==> src/rtl/noc_run_monitor.sv <==
// Run supervisor: sums receive pulses, detects fabric stalls and enforces a cycle budget.
// Optional per-node receive counters are enabled with the NOC_MON_PER_NODE_EN macro.
module noc_run_monitor #(
  parameter int NODES_NUM      = 16,
  parameter int ACT_WIDTH      = 64,
  parameter int CNT_WIDTH      = 32,
  parameter int PACKS_EXPECTED = 64,
  parameter int STALL_LIMIT    = 10000,
  parameter int TEST_TIME      = 100000
) (
  input  logic                 clk,
  input  logic                 a_rst,
  input  logic                 start_i,
  input  logic                 clear_i,
  input  logic [NODES_NUM-1:0] recv_i,
  input  logic [ACT_WIDTH-1:0] act_i,
  output logic [CNT_WIDTH-1:0] total_o,
  output logic [CNT_WIDTH-1:0] cycles_o,
  output logic [2:0]           state_o,
  output logic                 done_o,
  output logic                 stalled_o,
  output logic                 timeout_o,
  output logic                 busy_o
`ifdef NOC_MON_PER_NODE_EN
  ,
  output logic [NODES_NUM*CNT_WIDTH-1:0] per_node_o
`endif
);

  typedef enum logic [2:0] {
    S_IDLE    = 3'd0,
    S_RUN     = 3'd1,
    S_DONE    = 3'd2,
    S_STALLED = 3'd3,
    S_TIMEOUT = 3'd4
  } state_t;

  localparam logic [CNT_WIDTH-1:0] CNT_ONE   = CNT_WIDTH'(1);
  localparam logic [CNT_WIDTH-1:0] PACKS_LIM = CNT_WIDTH'(PACKS_EXPECTED);
  localparam logic [CNT_WIDTH-1:0] STALL_LIM = CNT_WIDTH'(STALL_LIMIT);
  localparam logic [CNT_WIDTH-1:0] TIME_LIM  = CNT_WIDTH'(TEST_TIME);

  // Counters clamp at all-ones instead of wrapping.
  function automatic logic [CNT_WIDTH-1:0] sat_add(input logic [CNT_WIDTH-1:0] a,
                                                   input logic [CNT_WIDTH-1:0] b);
    logic [CNT_WIDTH:0] s;
    s = {1'b0, a} + {1'b0, b};
    return s[CNT_WIDTH] ? '1 : s[CNT_WIDTH-1:0];
  endfunction

  state_t               r_state, w_state_nx;
  logic [CNT_WIDTH-1:0] r_total, w_total_nx;
  logic [CNT_WIDTH-1:0] r_cycles, w_cycles_nx;
  logic [CNT_WIDTH-1:0] r_stall, w_stall_nx;
  logic [ACT_WIDTH-1:0] r_act_q, w_act_q_nx;
  logic                 r_done, w_done_nx;
  logic                 r_stalled, w_stalled_nx;
  logic                 r_timeout, w_timeout_nx;
  logic                 r_busy, w_busy_nx;
  logic [CNT_WIDTH-1:0] w_pop;

  always_comb begin
    w_pop = '0;
    for (int i = 0; i < NODES_NUM; i++) begin
      w_pop = w_pop + CNT_WIDTH'(recv_i[i]);
    end
  end

  always_ff @(posedge clk or negedge a_rst) begin
    if (!a_rst) begin
      r_state   <= S_IDLE;
      r_total   <= '0;
      r_cycles  <= '0;
      r_stall   <= '0;
      r_act_q   <= '0;
      r_done    <= 1'b0;
      r_stalled <= 1'b0;
      r_timeout <= 1'b0;
      r_busy    <= 1'b0;
    end else begin
      r_state   <= w_state_nx;
      r_total   <= w_total_nx;
      r_cycles  <= w_cycles_nx;
      r_stall   <= w_stall_nx;
      r_act_q   <= w_act_q_nx;
      r_done    <= w_done_nx;
      r_stalled <= w_stalled_nx;
      r_timeout <= w_timeout_nx;
      r_busy    <= w_busy_nx;
    end
  end

  always_comb begin
    w_state_nx   = r_state;
    w_total_nx   = r_total;
    w_cycles_nx  = r_cycles;
    w_stall_nx   = r_stall;
    w_act_q_nx   = r_act_q;
    w_done_nx    = r_done;
    w_stalled_nx = r_stalled;
    w_timeout_nx = r_timeout;
    if (clear_i) begin
      w_state_nx   = S_IDLE;
      w_total_nx   = '0;
      w_cycles_nx  = '0;
      w_stall_nx   = '0;
      w_act_q_nx   = act_i;
      w_done_nx    = 1'b0;
      w_stalled_nx = 1'b0;
      w_timeout_nx = 1'b0;
    end else begin
      case (r_state)
        S_IDLE: begin
          w_total_nx  = '0;
          w_cycles_nx = '0;
          w_stall_nx  = '0;
          w_act_q_nx  = act_i;
          if (start_i) w_state_nx = S_RUN;
        end
        S_RUN: begin
          w_total_nx  = sat_add(r_total, w_pop);
          w_cycles_nx = sat_add(r_cycles, CNT_ONE);
          if (act_i != r_act_q) begin
            w_stall_nx = '0;
            w_act_q_nx = act_i;
          end else begin
            w_stall_nx = sat_add(r_stall, CNT_ONE);
          end
          // Exit checks look at the values being written this edge.
          if (w_total_nx >= PACKS_LIM) begin
            w_state_nx = S_DONE;
            w_done_nx  = 1'b1;
          end else if (w_stall_nx == STALL_LIM) begin
            w_state_nx   = S_STALLED;
            w_stalled_nx = 1'b1;
          end else if (w_cycles_nx == TIME_LIM) begin
            w_state_nx   = S_TIMEOUT;
            w_timeout_nx = 1'b1;
          end
        end
        default: ;
      endcase
    end
    w_busy_nx = (w_state_nx == S_RUN);
  end

  assign total_o   = r_total;
  assign cycles_o  = r_cycles;
  assign state_o   = r_state;
  assign done_o    = r_done;
  assign stalled_o = r_stalled;
  assign timeout_o = r_timeout;
  assign busy_o    = r_busy;

`ifdef NOC_MON_PER_NODE_EN
  logic [CNT_WIDTH-1:0] r_node_cnt [NODES_NUM];
  logic [CNT_WIDTH-1:0] w_node_nx  [NODES_NUM];

  always_comb begin
    for (int i = 0; i < NODES_NUM; i++) begin
      w_node_nx[i] = r_node_cnt[i];
      if (clear_i || r_state == S_IDLE) begin
        w_node_nx[i] = '0;
      end else if (r_state == S_RUN) begin
        w_node_nx[i] = sat_add(r_node_cnt[i], CNT_WIDTH'(recv_i[i]));
      end
    end
  end

  always_ff @(posedge clk or negedge a_rst) begin
    if (!a_rst) begin
      for (int i = 0; i < NODES_NUM; i++) r_node_cnt[i] <= '0;
    end else begin
      for (int i = 0; i < NODES_NUM; i++) r_node_cnt[i] <= w_node_nx[i];
    end
  end

  for (genvar g = 0; g < NODES_NUM; g++) begin : g_node_out
    assign per_node_o[g*CNT_WIDTH +: CNT_WIDTH] = r_node_cnt[g];
  end
`else
  // Only the aggregate total is kept in this build.
`endif

endmodule

==> config.mk <==
export PLATFORM = sky130hd
export DESIGN_NAME = noc_run_monitor
export DESIGN_NICKNAME = d
export VERILOG_FILES = /design/src/rtl/noc_run_monitor.sv
export SDC_FILE = /design/constraint.sdc
export NUM_CORES = 1
export LEC_CHECK = 0
export CAP_MARGIN = 20
export CORE_AREA = 5 5 210 161
export CTS_CLUSTER_DIAMETER = 50
export DETAILED_ROUTE_END_ITERATION = 10
export DIE_AREA = 0 0 215 166
export PLACE_DENSITY = 0.6
export SLEW_MARGIN = 20
export SYNTH_ARGS = -nofsm -noshare
export SYNTH_HDL_FRONTEND = slang
export SYNTH_SLANG_ARGS = --single-unit
export TNS_END_PERCENT = 1
==> constraint.sdc <==
create_clock -name clk -period 6.02 [get_ports clk]
set_input_delay 1.204 -clock clk [delete_from_list [all_inputs] [get_ports clk]]
set_output_delay 1.204 -clock clk [all_outputs]
set_load 0.005 [all_outputs]
==> results.toml, run 1 <==
[status]
outcome = "finished with violations"
violations = "setup timing"

[critical_path]
reg2reg_depth = 17
path_cells = "buf_6 > fa_1 > inv_2 > fa_1 > fa_2 > fa_1 > fa_2 > inv_2 > fa_2 > a211oi_4 > o21ai_4 > buf_6 > and3_4 > nor3_2 > a31oi_2 > a211oi_4 > nand4_1 > or4_4 > a2111oi_4"
crit_type = "in2reg"
crit_fanout = 5
max_stage_delay_ns = 0.54
rr_startpoint = "total_o[0]$_DFFE_PN0P_"
cp-endpoint = "busy_o$_DFF_PN0_"
startpoint_type = "primary input"
crit_path_start = "recv_i[11]"
cp.required_ns = 6.35
critPathArrivalTime_ns = 6.45
r2r_end = "busy_o$_DFF_PN0_"
end_kind = "flip-flop"
critPathSlowestCell = "fa_1"
r2r_slack_ns = 0.89

[power]
p_clk_frac = 0.383
peakVddDrop_mv = 0.175
power_mw = 2.93
cellPowerDensity_nw_per_um2 = 212
power_switching_mw = 0.834
seq_power_share = 0.403
comb_power_share = 0.214
p_int_mw = 2.09
p_leak_nw = 5.47
switching_share = 0.285

[timing]
tns_ns = -0.105
fin_ws_ns = -0.105
fmaxAchievable_mhz = 163
setup_viol = 1
drv_slew = 0
hold_viol_final = 0
finClkSkew_ns = 0.0134
rsz0062_at_grt = "yes"
timing.final.crit_share = 1.02
slew_headroom = 0.352
worst_slew_pin_slew_ns = 0.965
period_needed_ns = 6.13

[yosys]
synth_nets = 1363
synth_area_um2 = 10900
synth_compound_area_frac = 0.179
syn_avg_cell_area_um2 = 8.67
ys_async_sr_fraction = 1.00
synthAdderAreaFrac = 0.0335
dominantRegCellSynth = "dfrtp_1"
ys_warn_count = 0
synthXorXnorAreaFrac = 0.0651
muxShareOfSynthArea = 0.0747
seq_area_frac_synth = 0.384
syn-instance-count = 1257
yosys.area_share.simple = 0.213
ys_types = 72
synth_edf_count = 0
ys_ff_latch = 167
synth_top_family_by_area = "simple AND/OR/NAND/NOR gates"

[finish]
drive_gt1_frac = 0.151
layout.nets = 1512
postLayoutCellArea_um2 = 13800
n_antenna_cell = 0
stdcell_count = 1832
syn_to_final_growth_pct = 27.0

[global_routing]
grt_pass1_vias = 9816
grt_max_degree = 88
grt_pass1_wl_mm = 52.8
grt.total_usage = 0.178
overflow = 0
antenna_found_initial = 1

[route]
postRouteAntennaNets = 0
drt_wl_total_mm = 32.6
drtIter0Drc = 726
drtPass1Iterations = 5
vias = 10200
viasPerCell = 5.58
routedWlPerCell_um = 17.8
drc = 0

[cts]
clk_pin_slew_worst_paths_ns = 0.07
root_buffer = "clkbuf_16"
cts_inserted_buffers = 17
cts.sinks = 167
cts_max_level = 4
clk-insertion-delay-late_ns = 0.43
cts_tree = "yes"
clockBufferDepth = 2

[placement]
place_ws_ns = -0.920
dpl.hpwl_mm = 22.5
place_area_um2 = 13100
dpl.cell_count = 1791
routabilityCongestion = 0.883
io_buffers = 154

[floorplan]
io_pins = 155
die_w_um = 215
coreArea_um2 = 31700
dieArea_um2 = 35700
chipHeight_um = 166
start_util = 0.343
fp-row-count = 57

[flow_run]
maxCapViolations = 0

[min_path]
hold_path.startpoint = "stalled_o$_DFFE_PN0P_"
hold_class = "reg2reg"
metrics by stage:
stage	hold WS, ns	utilization
after global routing	0.548	0.436
after floorplan	0.490	-
final	0.513	0.436
after CTS	0.517	0.433
after global placement	0.496	0.412
after detailed placement	0.501	0.412
worst max-delay path, delay by kind of cell:
kind	cells	cell delay [ns]
compound gates	5	1.11
fa+ha+maj	6	2.66
buf+inv	4	0.36
simple gates	4	1.10
placed cells by master, fill, tap and decap left out, drive strengths merged, types with 21 or more instances in the layout:
master / instances
a21oi: 71
a31oi: 34
buf: 64
clkbuf: 21
clkdlybuf4s50: 144
dfrtp: 167
inv: 73
mux2: 66
nand2: 105
nand3: 53
nand4: 51
nor2: 89
nor3: 34
nor4: 30
o21ai: 151
xnor2: 78
cell type report:
| class | count | area (um2) |
|---|---|---|
| Fill cell | 3068 | 17900 |
| Multi-Input combinational cell | 946 | 6360 |
| Sequential cell | 167 | 4180 |
| Timing Repair Buffer | 208 | 1930 |
| Tap cell | 413 | 517 |
| Clock buffer | 21 | 470 |
| Inverter | 66 | 248 |
| Clock inverter | 11 | 126 |
cell families (layout without fill, tap and decap cells):
kind of cell,after synthesis,after routing
AND/OR/NAND/NOR,438,438
XOR/XNOR,81,81
multiplexers,73,73
AO/OA/AOI/OAI,331,332
flip-flops,167,167
buffers and inverters,145,306
adder cells (fa/ha/maj),22,22
power groups by stage:
stage          clock [mW]  sequential [mW]  combinational [mW]
2_1_floorplan           0             1.20               0.321
5_1_grt              1.20             1.18               0.685
6_report             1.12             1.18               0.626
3_5_place_dp            0             1.20               0.556
3_3_place_gp            0             1.20               0.537
4_1_cts              1.16             1.18               0.627
flip-flops by register name, indices dropped and copies added (netlist names):
| register | count |
|---|---|
| total_o | 32 |
| state_o | 3 |
| done_o | 1 |
| busy_o | 1 |
| r_stall | 32 |
| cycles_o | 32 |
| r_act_q | 64 |
| timeout_o | 1 |
| stalled_o | 1 |
cells in the mapped netlist, types with 32 or more instances:
master,number,area share
a21oi_1,71,0.033
a31oi_1,34,0.020
clkbuf_1,66,0.023
dfrtp_1,167,0.38
inv_1,66,0.023
mux2_2,66,0.068
nand2_1,105,0.036
nand3_1,53,0.024
nand4_1,48,0.028
nor2_1,89,0.031
nor3_1,32,0.015
o21ai_0,149,0.068
xnor2_1,78,0.063
layer usage:
layer,part of all wire,up-vias,GRT usage,wire length [um]
met5,0.00021,-,0,7
met4,0.011,2,0.0356,359
met3,0.083,29,0.0505,2690
met2,0.44,367,0.266,14400
met1,0.46,4982,0.258,15100
li1,-,4848,-,-
repair_timing:
action | in CTS | in global routing
endpoints found under the setup margin | 3 | 3
hold endpoints to repair | 0 | 0
setup buffers | 4 | 4
pin swaps | 22 | 10
resized for setup | 49 | 9
cloned | 1 | 0
hold buffers | 0 | 0
worst min path at each step:
stage / end / slack [ns] / depth (start not counted)
2_1_floorplan: stalled_o$_DFFE_PN0P_ / 0.49 / 2
3_3_place_gp: stalled_o$_DFFE_PN0P_ / 0.50 / 2
3_5_place_dp: stalled_o$_DFFE_PN0P_ / 0.50 / 2
4_1_cts: stalled_o$_DFFE_PN0P_ / 0.52 / 2
5_1_grt: r_act_q[23]$_DFFE_PN0P_ / 0.55 / 1
6_report: stalled_o$_DFFE_PN0P_ / 0.51 / 2
Note: power is estimated with default switching activity, not from simulation.
==> run 2: changes to the inputs <==
--- a/config.mk
+++ b/config.mk
@@ -10,7 +10,7 @@
 export CTS_CLUSTER_DIAMETER = 50
 export DETAILED_ROUTE_END_ITERATION = 10
 export DIE_AREA = 0 0 215 166
-export PLACE_DENSITY = 0.6
+export PLACE_DENSITY = 0.63
 export SLEW_MARGIN = 20
 export SYNTH_ARGS = -nofsm -noshare
 export SYNTH_HDL_FRONTEND = slang
==> run 2 against run 1 <==
The run now ends clean. Largest power group unchanged. Count of clock-buffer cells in the layout down 4. Combinational power fell by 5.4%. Die area is the same. Via count decreased by 0.61%. Register-to-register slack improved by 0.18 ns. Critical endpoint unchanged. Routed wire length decreased by 2.1%. Highest routed layer unchanged.
==> results.toml, run 2 (synthesized netlist as in run 1, its figures left out) <==
[route]
drtPass1Iterations = 5
viasPerCell = 5.56
drt_wl_total_mm = 31.9
drc = 0
routedWlPerCell_um = 17.4
vias = 10200
drtIter0Drc = 1032
postRouteAntennaNets = 0

[timing]
period_needed_ns = 5.95
hold_viol_final = 0
finClkSkew_ns = 0.0121
tns_ns = 0
worst_slew_pin_slew_ns = 0.976
slew_headroom = 0.344
setup_viol = 0
drv_slew = 0
timing.final.crit_share = 0.988
fmaxAchievable_mhz = 168
rsz0062_at_grt = "yes"

[floorplan]
dieArea_um2 = 35700
start_util = 0.343
coreArea_um2 = 31700
die_w_um = 215
io_pins = 155
chipHeight_um = 166
fp-row-count = 57

[finish]
stdcell_count = 1830
multi_input_area_um2 = 6290
n_antenna_cell = 0
syn_to_final_growth_pct = 26.6
drive_gt1_frac = 0.145
final_common_cell = "dfrtp_1"
largest_reg_flops = 64
top_register = "r_act_q"
seq_area_um2 = 4180
layout.nets = 1510
mostFrequentLayoutCells = "167 x dfrtp_1, 149 x o21ai_0, 144 x clkdlybuf4s50_1"
nFillCells = 3035
final_util = 0.434

[cts]
clk_pin_slew_worst_paths_ns = 0.07
cts_max_level = 4
cts.sinks = 167
cts_tree = "yes"
postCtsHoldBufs = 0
clockBufferDepth = 2
root_buffer = "clkbuf_16"
cts_inserted_buffers = 17
clk-insertion-delay-late_ns = 0.46

[global_routing]
antenna_found_initial = 3
grt_pass1_vias = 9631
grt_pass1_wl_mm = 52.6
overflow = 0
grt.total_usage = 0.178
grt_max_degree = 70

[placement]
io_buffers = 154
dpl.cell_count = 1796
dpl.hpwl_mm = 22.4
routabilityCongestion = 0.933

[power]
p_leak_nw = 5.45
cellPowerDensity_nw_per_um2 = 214
peakVddDrop_mv = 0.186

[critical_path]
end_kind = "flip-flop"
critPathArrivalTime_ns = 6.30
crit_type = "in2reg"
startpoint_type = "primary input"
crit_fanout = 8
rr_startpoint = "total_o[0]$_DFFE_PN0P_"
cp.required_ns = 6.37
crit_path_start = "recv_i[1]"

[flow_run]
maxCapViolations = 0

[min_path]
hold_class = "reg2reg"
hold_path.startpoint = "stalled_o$_DFFE_PN0P_"

[status]
outcome = "finished clean"
[run 2: cell types whose count changed in the layout (fill, tap and decap cells not counted), sizes merged, moves of 2 or more]
cell | previous run | this run
clkdlybuf4s15 | 0 | 2
buf | 64 | 61
clkbuf | 21 | 17
clkinv | 2 | 7
[run 2: worst max-delay path, stage by stage]
cell and delay [ns]:
clkdlybuf4s15_1 0.18, fa_1 0.48, inv_1 0.05, fa_1 0.50, fa_2 0.44, fa_1 0.51
fa_2 0.21, inv_2 0.04, fa_2 0.36, a211oi_4 0.29, o21ai_4 0.15, and3_4 0.23
buf_6 0.11, a2111o_1 0.38, nor3_2 0.18, nand4_1 0.21, or4_4 0.49, a2111oi_4 0.28
[run 2: path summary, 6_finish.rpt]
| path | end | slack, ns | cells past startpoint |
|---|---|---|---|
| worst max-delay path | busy_o$_DFF_PN0_ | 0.07 | 18 |
| worst min-delay path | stalled_o$_DFFE_PN0P_ | 0.51 | 2 |
| worst max register to register | busy_o$_DFF_PN0_ | 1.07 | 16 |
| worst min register to register | stalled_o$_DFFE_PN0P_ | 0.51 | 2 |
| max in group asynchronous | r_stall[28]$_DFFE_PN0P_ | 4.09 | 2 |
| min in group asynchronous | r_stall[22]$_DFFE_PN0P_ | 0.74 | 1 |
[run 2: layer usage]
metal / vias up / global-route usage / part of all wire
met3: 56 / 0.0651 / 0.091
met4: 6 / 0.0398 / 0.015
met2: 368 / 0.256 / 0.42
met1: 4883 / 0.256 / 0.47
met5: - / 0 / 0.00091
li1: 4853 / - / -
[run 2: final cells by class]
class | count | area share
clock buffers | 17 | 0.0309
clock inverters | 15 | 0.0152
inverters | 66 | 0.0180
multi-input cells | 945 | 0.456
flip-flops and latches | 167 | 0.303
well taps | 413 | 0.0375
repair buffers | 207 | 0.139
[run 2: per-stage QoR]
stage	worst slack, ns	total power, mW	cell area [um2]	hold slack [ns]
final	0.0732	2.95	13800	0.513
after floorplan	0.0143	1.52	10900	0.490
after global placement	-0.755	1.75	13100	0.494
after global routing	-0.0747	3.11	13800	0.546
after detailed placement	-0.883	1.77	13100	0.498
after CTS	-0.0853	2.99	13700	0.514
[run 2: power breakdown]
group	total (mW)	switching, mW	leakage (nW)	internal (mW)
registers	1.18	0.0254	2.18	1.15
logic	0.592	0.282	2.96	0.310
clock network	1.18	0.544	0.308	0.638
total	2.95	0.851	5.45	2.10
[run 2: timing repair]
action | 4_1_cts | 5_1_grt
buffers inserted | 0 | 2
setup endpoints to repair | 3 | 2
gates cloned | 0 | 0
resized for setup | 38 | 5
endpoints found under the hold margin | 0 | 0
pin swaps | 21 | 8
